[src/rtl/btn_pkg.sv]
// Shared types and defaults for the button event decoder.
// Optional auto-repeat is enabled in the top by defining BTN_AUTOREPEAT_EN.
package btn_pkg;

  typedef enum logic [1:0] {
    BTN_IDLE    = 2'd0,
    BTN_PRESSED = 2'd1,
    BTN_LONG    = 2'd2
  } btn_state_t;

  localparam int BTN_LONG_DEF   = 25_000_000;
  localparam int BTN_REPEAT_DEF = 5_000_000;

  // Hold counter must be able to reach the larger of the two thresholds.
  function automatic int btn_cnt_width(input int long_cycles, input int repeat_cycles);
    int m;
    m = (long_cycles > repeat_cycles) ? long_cycles : repeat_cycles;
    return $clog2(m + 1);
  endfunction

endpackage

[src/rtl/btn_edge_detect.sv]
// Purpose: one-cycle delay of the debounced level plus rise/fall decode.
// Latency: rise/fall are combinational against the previous sample.
// Backpressure: none; db_q resets to 1 so a button held through reset is not a press.
module btn_edge_detect (
  input  logic clk,
  input  logic reset,
  input  logic db_in,
  output logic rise,
  output logic fall
);

  logic db_q;

  always_ff @(posedge clk) begin
    if (reset) begin
      db_q <= 1'b1;
    end else begin
      db_q <= db_in;
    end
  end

  assign rise = db_in & ~db_q;
  assign fall = ~db_in & db_q;

endmodule

[src/rtl/button_event_decoder.sv]
// Purpose: turns a debounced button level into press/release/short/long/repeat UI strobes.
// Latency: every output is registered, one cycle after the sampling edge; no backpressure.
// Build option: define BTN_AUTOREPEAT_EN for periodic repeat_pulse while a long press is held.
module button_event_decoder
  import btn_pkg::*;
#(
  parameter int LONG_CYCLES   = BTN_LONG_DEF,
  parameter int REPEAT_CYCLES = BTN_REPEAT_DEF
) (
  input  logic       clk,
  input  logic       reset,
  input  logic       db_in,
  output logic       press_pulse,
  output logic       release_pulse,
  output logic       short_press,
  output logic       long_press,
  output logic       repeat_pulse,
  output logic       held,
  output logic [7:0] press_cnt
);

  localparam int CNT_W = btn_cnt_width(LONG_CYCLES, REPEAT_CYCLES);
  localparam logic [CNT_W-1:0] CNT_ONE   = CNT_W'(1);
  localparam logic [CNT_W-1:0] LONG_LAST = CNT_W'(LONG_CYCLES);
`ifdef BTN_AUTOREPEAT_EN
  localparam logic [CNT_W-1:0] REPEAT_LAST = CNT_W'(REPEAT_CYCLES);
`endif

  btn_state_t       state;
  logic [CNT_W-1:0] hold_cnt;
  logic             rise;
  logic             fall;

  btn_edge_detect u_edge (
    .clk   (clk),
    .reset (reset),
    .db_in (db_in),
    .rise  (rise),
    .fall  (fall)
  );

`ifdef BTN_AUTOREPEAT_EN
  logic repeat_q;
  assign repeat_pulse = repeat_q;
`else
  assign repeat_pulse = 1'b0;
`endif

  // Outside BTN_IDLE the previous sample is always 1, so fall equals a low db_in.
  always_ff @(posedge clk) begin
    if (reset) begin
      state         <= BTN_IDLE;
      hold_cnt      <= '0;
      press_pulse   <= 1'b0;
      release_pulse <= 1'b0;
      short_press   <= 1'b0;
      long_press    <= 1'b0;
      held          <= 1'b0;
      press_cnt     <= 8'd0;
`ifdef BTN_AUTOREPEAT_EN
      repeat_q      <= 1'b0;
`endif
    end else begin
      press_pulse   <= 1'b0;
      release_pulse <= 1'b0;
      short_press   <= 1'b0;
      long_press    <= 1'b0;
`ifdef BTN_AUTOREPEAT_EN
      repeat_q      <= 1'b0;
`endif
      case (state)
        BTN_IDLE: begin
          if (rise) begin
            press_pulse <= 1'b1;
            press_cnt   <= press_cnt + 8'd1;
            hold_cnt    <= CNT_ONE;
            held        <= 1'b1;
            state       <= BTN_PRESSED;
          end
        end
        BTN_PRESSED: begin
          if (fall) begin
            release_pulse <= 1'b1;
            short_press   <= 1'b1;
            hold_cnt      <= '0;
            held          <= 1'b0;
            state         <= BTN_IDLE;
          end else if (hold_cnt == LONG_LAST) begin
            long_press <= 1'b1;
            hold_cnt   <= CNT_ONE;
            state      <= BTN_LONG;
          end else begin
            hold_cnt <= hold_cnt + CNT_ONE;
          end
        end
        BTN_LONG: begin
          if (fall) begin
            release_pulse <= 1'b1;
            hold_cnt      <= '0;
            held          <= 1'b0;
            state         <= BTN_IDLE;
`ifdef BTN_AUTOREPEAT_EN
          end else if (hold_cnt == REPEAT_LAST) begin
            repeat_q <= 1'b1;
            hold_cnt <= CNT_ONE;
          end else begin
            hold_cnt <= hold_cnt + CNT_ONE;
          end
`else
          end else if (~&hold_cnt) begin
            hold_cnt <= hold_cnt + CNT_ONE;
          end
`endif
        end
        default: begin
          hold_cnt <= '0;
          held     <= 1'b0;
          state    <= BTN_IDLE;
        end
      endcase
    end
  end

endmodule

[config.mk]
export PLATFORM = sky130hd
export DESIGN_NAME = button_event_decoder
export DESIGN_NICKNAME = d
export VERILOG_FILES = /design/src/rtl/btn_pkg.sv /design/src/rtl/btn_edge_detect.sv /design/src/rtl/button_event_decoder.sv
export SDC_FILE = /design/constraint.sdc
export NUM_CORES = 1
export LEC_CHECK = 0
export CAP_MARGIN = 5
export CORE_ASPECT_RATIO = 0.5
export CORE_UTILIZATION = 54
export CTS_BUF_LIST = sky130_fd_sc_hd__clkbuf_8
export DETAILED_ROUTE_END_ITERATION = 10
export GPL_TIMING_DRIVEN = 0
export PLACE_DENSITY = 0.76
export SLEW_MARGIN = 10
export SYNTH_ARGS = -nofsm -noshare
export SYNTH_HDL_FRONTEND = slang
export SYNTH_HIERARCHICAL = 1
export SYNTH_SLANG_ARGS = --single-unit
[constraint.sdc]
create_clock -name clk -period 2.4 [get_ports clk]
set_input_delay 0.48 -clock clk [delete_from_list [all_inputs] [get_ports clk]]
set_output_delay 0.48 -clock clk [all_outputs]
set_load 0.1 [all_outputs]
---- Word level (Yosys, flattened, before mapping) ----
Cells that the tools add are included.
word-level totals
  flip-flop bits (word level) ............. 41
  output and inout port bits .............. 14
operators by class
  add/sub/neg operators ................... 2
  equal/unequal tests ..................... 8
  mux-type cells .......................... 17
  bitwise gates (word level) .............. 7
  reduce and logical (&&, ||, !) cells .... 11
operators with widths
  operator               count
  $mux 25                5
  $pmux 25 s3            1
  $add 25x1->25 const B  1
  $eq 25x25->1 const B   1
  $reduce_and 25->1      1
  $add 8x1->8 const B    1
  $mux 2                 4
  $reduce_or 2->1        4
  $ne 3x3->1 const B     2
  $pmux 2 s3             1
  $reduce_and 2->1       3
  $mux 1                 5
  $not 1->1              5
  $ne 2x2->1 const B     2
  $reduce_and 3->1       1
  $reduce_or 3->1        1
  $and 1x1->1            2
  $eq 2x1->1 const B     1
  $eq 2x2->1 const B     1
  $logic_not 2->1        1
  $ne 2x1->1 const B     1
  $pmux 1 s2             1

---- Depth between registers and ports, before layout ----
Gate-level depths: netlist of run 1.
  word-level depth ........................ 4
  depth in mapped cells ................... 8

---- Modules after synthesis ----
Netlist of run 1, hierarchy kept.
by module, submodules not included
  module                instances  cells an instance  area an instance (µm²)  seq. area each (µm²)
  button_event_decoder  1          274                2238.4                  800.8
  btn_edge_detect       1          4                  40.0                    20.0

---- Least setup slack after synthesis of run 1 ----
No wires, ideal clock.
  path type ............................... reg2reg
  start point ............................. reg hold_cnt[2]
  end point ............................... reg hold_cnt[0]
  arrival time ............................ 2.250 ns
  required time ........................... 2.334 ns
  setup slack ............................. 0.084 ns
  stages on the path, launching flop included .. 6
  buffers on the path ..................... 0
  cell sequence ........................... dfxtp_1 -> or4_1 -> or4_1 -> or4_1 -> a211o_1 -> a21oi_2
on the way
  cells in the longest elaborated chain, start to end .. 4
  elaborated cells on any way between the ends .. 7
RTL lines
  what                      line                         source
  start: declaration        button_event_decoder.sv:30   logic [CNT_W-1:0] hold_cnt;
  start signal: assignment  button_event_decoder.sv:93   hold_cnt <= hold_cnt + CNT_ONE;
  start signal: assignment  button_event_decoder.sv:111  hold_cnt <= hold_cnt + CNT_ONE;
  $eq 25x25->1              button_event_decoder.sv:88   end else if (hold_cnt == LONG_LAST) begin
  $mux 25                   button_event_decoder.sv:88
  $mux 25                   button_event_decoder.sv:82   if (fall) begin
  $pmux 25 s3               button_event_decoder.sv:71   case (state)
Several ways; a longest one is shown, not always the timed one.
A chain may end at the register's enable or synchronous reset.

---- Final worst setup path of run 1 ----
  start point ............................. reg hold_cnt[5]
  end point ............................... reg hold_cnt[0]
Same word-level chain as after synthesis.

==> results of run 1 <==
==> cell families after synthesis <==
family	count (synthesis)
fa+ha+maj	7
compound gates	68
other cells	1
buf+inv	24
xor+xnor	7
simple gates	130
flops	41
==> final cells by class <==
class,instances,area [um^2],share of cell area
inverters,11,41.3,0.0146
repair buffers,21,200,0.0710
clock inverters,2,37.5,0.0133
multi-input cells,213,1450,0.513
flip-flops and latches,41,835,0.296
clock buffers,6,82.6,0.0293
well taps,54,67.6,0.0239
plain buffers,12,110,0.0390
==> final timing paths <==
check | start | to | slack, ps | cells after the start
max | hold_cnt[5] | hold_cnt[0] | 30 | 5
min | db_in | u_edge/db_q | 440 | 2
max reg2reg | hold_cnt[5] | hold_cnt[0] | 30 | 5
min reg2reg | press_cnt[1] | press_cnt[1] | 510 | 2
==> critical path, cell delays in order (launching register included) <==
cell and delay (ps):
dfxtp_4 360, or4b_4 560, or4_4 500, or4_1 480, a211o_1 280, a21oi_2 130
==> what timing repair did <==
| action | CTS | global route |
|---|---|---|
| pin swaps | 2 | 5 |
| resized for setup | 28 | 13 |
| setup buffers | 1 | 4 |
| endpoints found under the setup margin | 25 | 26 |
| cloned | 1 | 0 |
==> synthesized netlist by cell type, drive strengths merged (2+ instances only) <==
master  instances
a211o           4
a211oi          4
a21o            5
a21oi          19
a31oi          12
and2            3
and3            8
and4            5
buf             4
clkbuf          9
dfxtp          41
ha              7
inv            10
nand2          21
nand2b          2
nand3          29
nand4           6
nand4b          4
nor2           21
nor2b           2
nor3            7
nor4            6
nor4b           2
o21ai           7
o22ai           2
o31ai           2
or2             2
or4             6
or4b            2
xnor2           3
xor2            4
==> per-stage QoR <==
stage               utilization  worst slack (ps)
finish                    0.712              26.6
global route              0.712             -41.8
CTS                       0.693              2.39
detailed placement        0.630              -835
global placement          0.630              -796
floorplan                     -              84.1
==> state kept, by name, indices dropped and copies added, names as in the netlist <==
name           flops
press_cnt          8
u_edge/db_q        1
press_pulse        1
hold_cnt          25
short_press        1
release_pulse      1
held               1
state              2
long_press         1
==> routing by layer <==
| layer | vias to the layer above | global-route usage |
|---|---|---|
| met5 | - | 0 |
| met3 | 5 | 0.0698 |
| li1 | 1097 | - |
| met4 | 0 | 0.0769 |
| met1 | 1085 | 0.371 |
| met2 | 100 | 0.442 |
==> cells in the final DEF, fill, tap and decap left out, types with 4 or more instances in the layout <==
master and count:
a211o_1 4, a21oi_1 16, a31oi_1 12, and3_1 8, buf_4 6, clkbuf_8 10, clkdlybuf4s50_1 13, dfxtp_1 36
ha_1 7, inv_1 10, nand2_1 21, nand3_1 29, nand4_1 6, nand4b_1 4, nor2_1 21, nor3_1 7
o21ai_0 7, or4_1 4, xor2_1 4
==> where the power goes <==
part | internal (mW) | switching (mW)
sequential | 0.685 | 0.00814
combinational | 0.0508 | 0.108
clock | 0.338 | 0.254
==> out/results.tsv, run 1 <==
stage	metric	value	unit
critical_path	criticalPathCategory	reg -> reg	
place	portBuffers	15	
yosys	synth_top_area_share	0.360	
sta	relSlewSlack	0.355	
yosys	synth_simple_gate_area_frac	0.314	
sta	tightest_slew	965	ps
critical_path	endpoint_kind	flip-flop	
final_layout	final_area	2820	um^2
detailed_routing	viasPerCell	6.35	
detailed_routing	drc	0	
grt	track_usage	0.273	
power_and_ir_drop	power.total	1.44	mW
floorplanning	row_count	16	
yosys	synth_edf_count	0	
floorplanning	core_area	3960	um^2
detailed_routing	wl	5980	um
yosys	syn-num-nets	288	
detailed_routing	drtAntennaViolNets	0	
yosys	synth_cell_types	57	
final_layout	area_delta_synth_final	23.8	%
floorplanning	die_h	47.9	um
cts	insertion_delay	300	ps
yosys	ys_top_cells_by_area	dfxtp_1 36%, nand3_1 6.4%, a21oi_1 4.0%	
grt	grt_max_degree	14	
sta	period_share	0.989	
cts	cts_made_buffers	5	
sta	clock.fmax	421	MHz
cts	cts_sinks	41	
cts	clockBufferDepth	2	
sta	period_minus_slack	2370	ps
final_layout	fin_nets	315	
grt	grt_pass1_wl	9140	um
grt	grt_remaining_overflow	0	
critical_path	crit_path_max_fanout	3	
yosys	synth_compound_area_frac	0.200	
yosys	synth_top_family_by_area	simple AND/OR/NAND/NOR gates	
cts	htree_levels	2	
detailed_routing	firstDrtPassIters	5	
yosys	synth_mux_area_frac	0	
yosys	avgSynthCellArea	8.20	um^2
floorplanning	pin_count	17	
place	hpwl	3970	um
sta	setup_tns	0	ps
grt	grt_pass1_vias	1874	
cts	postCtsHoldBufs	0	
floorplanning	initial_core_util	0.575	
power_and_ir_drop	p_leak	1.01	nW
detailed_routing	met1_length	2860	um
cts	clkTransAtPathRegs	90	ps
grt	antenna_found_initial	0	
power_and_ir_drop	ir_worst_vdd	0.000282	V
place	placedInstanceArea	2500	um^2
yosys	synth_ff_type	dfxtp_1	
final_layout	layout-drive-gt1-share	0.170	
sta	holdWs	436	ps
worst_hold_path	min_path_type	in -> reg	
sta	fin_skew	9.19	ps
sta	setup_viol	0	
final_layout	nFillCells	325	
sta	hold_viol	0	
power_and_ir_drop	p_per_area	512	nW/um^2
cts	cts-root-buf	clkbuf_8	
floorplanning	die_area	4500	um^2
critical_path	critPathLaunchType	flip-flop	
yosys	ys_warn_count	6	
yosys	yosysSeqAreaShare	0.360	
sta	rsz0062_at_grt	true	
cts	tritoncts	built	
detailed_routing	top_layer_used	met4	
detailed_routing	wl_met2	2640	um
yosys	synth-xor-area-share	0.0269	
place	dp.cells	347	
yosys	postSynthCellCount	278	
final_layout	n_antenna_cell	0	
outcome	status	completed	
sta	drv_slew	0	
yosys	synthesis.area	2280	um^2
detailed_routing	wl_per_cell	16.6	um
place	gp_congestion	0.932	
final_layout	final_cells	360	
floorplanning	die_w	93.9	um
yosys	synth_largest_area_cell	dfxtp_1	
yosys	synthAdderAreaFrac	0.0384	
detailed_routing	met3_length	445	um
detailed_routing	drtIter0Drc	207	
yosys	ys_async_sr_fraction	0	
flow_run	drv_cap	0	
critical_path	arrival	2620	ps
yosys	synth-seq-cells	41	
critical_path	required	2640	ps
detailed_routing	num_vias	2287	
(Power assumes the default switching activity.)
==> run 2, diff against run 1 <==
Settings changed: CAP_MARGIN 5 to default, SLEW_MARGIN 10 to 20.
==> results of run 2 <==
Same layout as run 1: the final DEF is identical, and so are final timing and power.
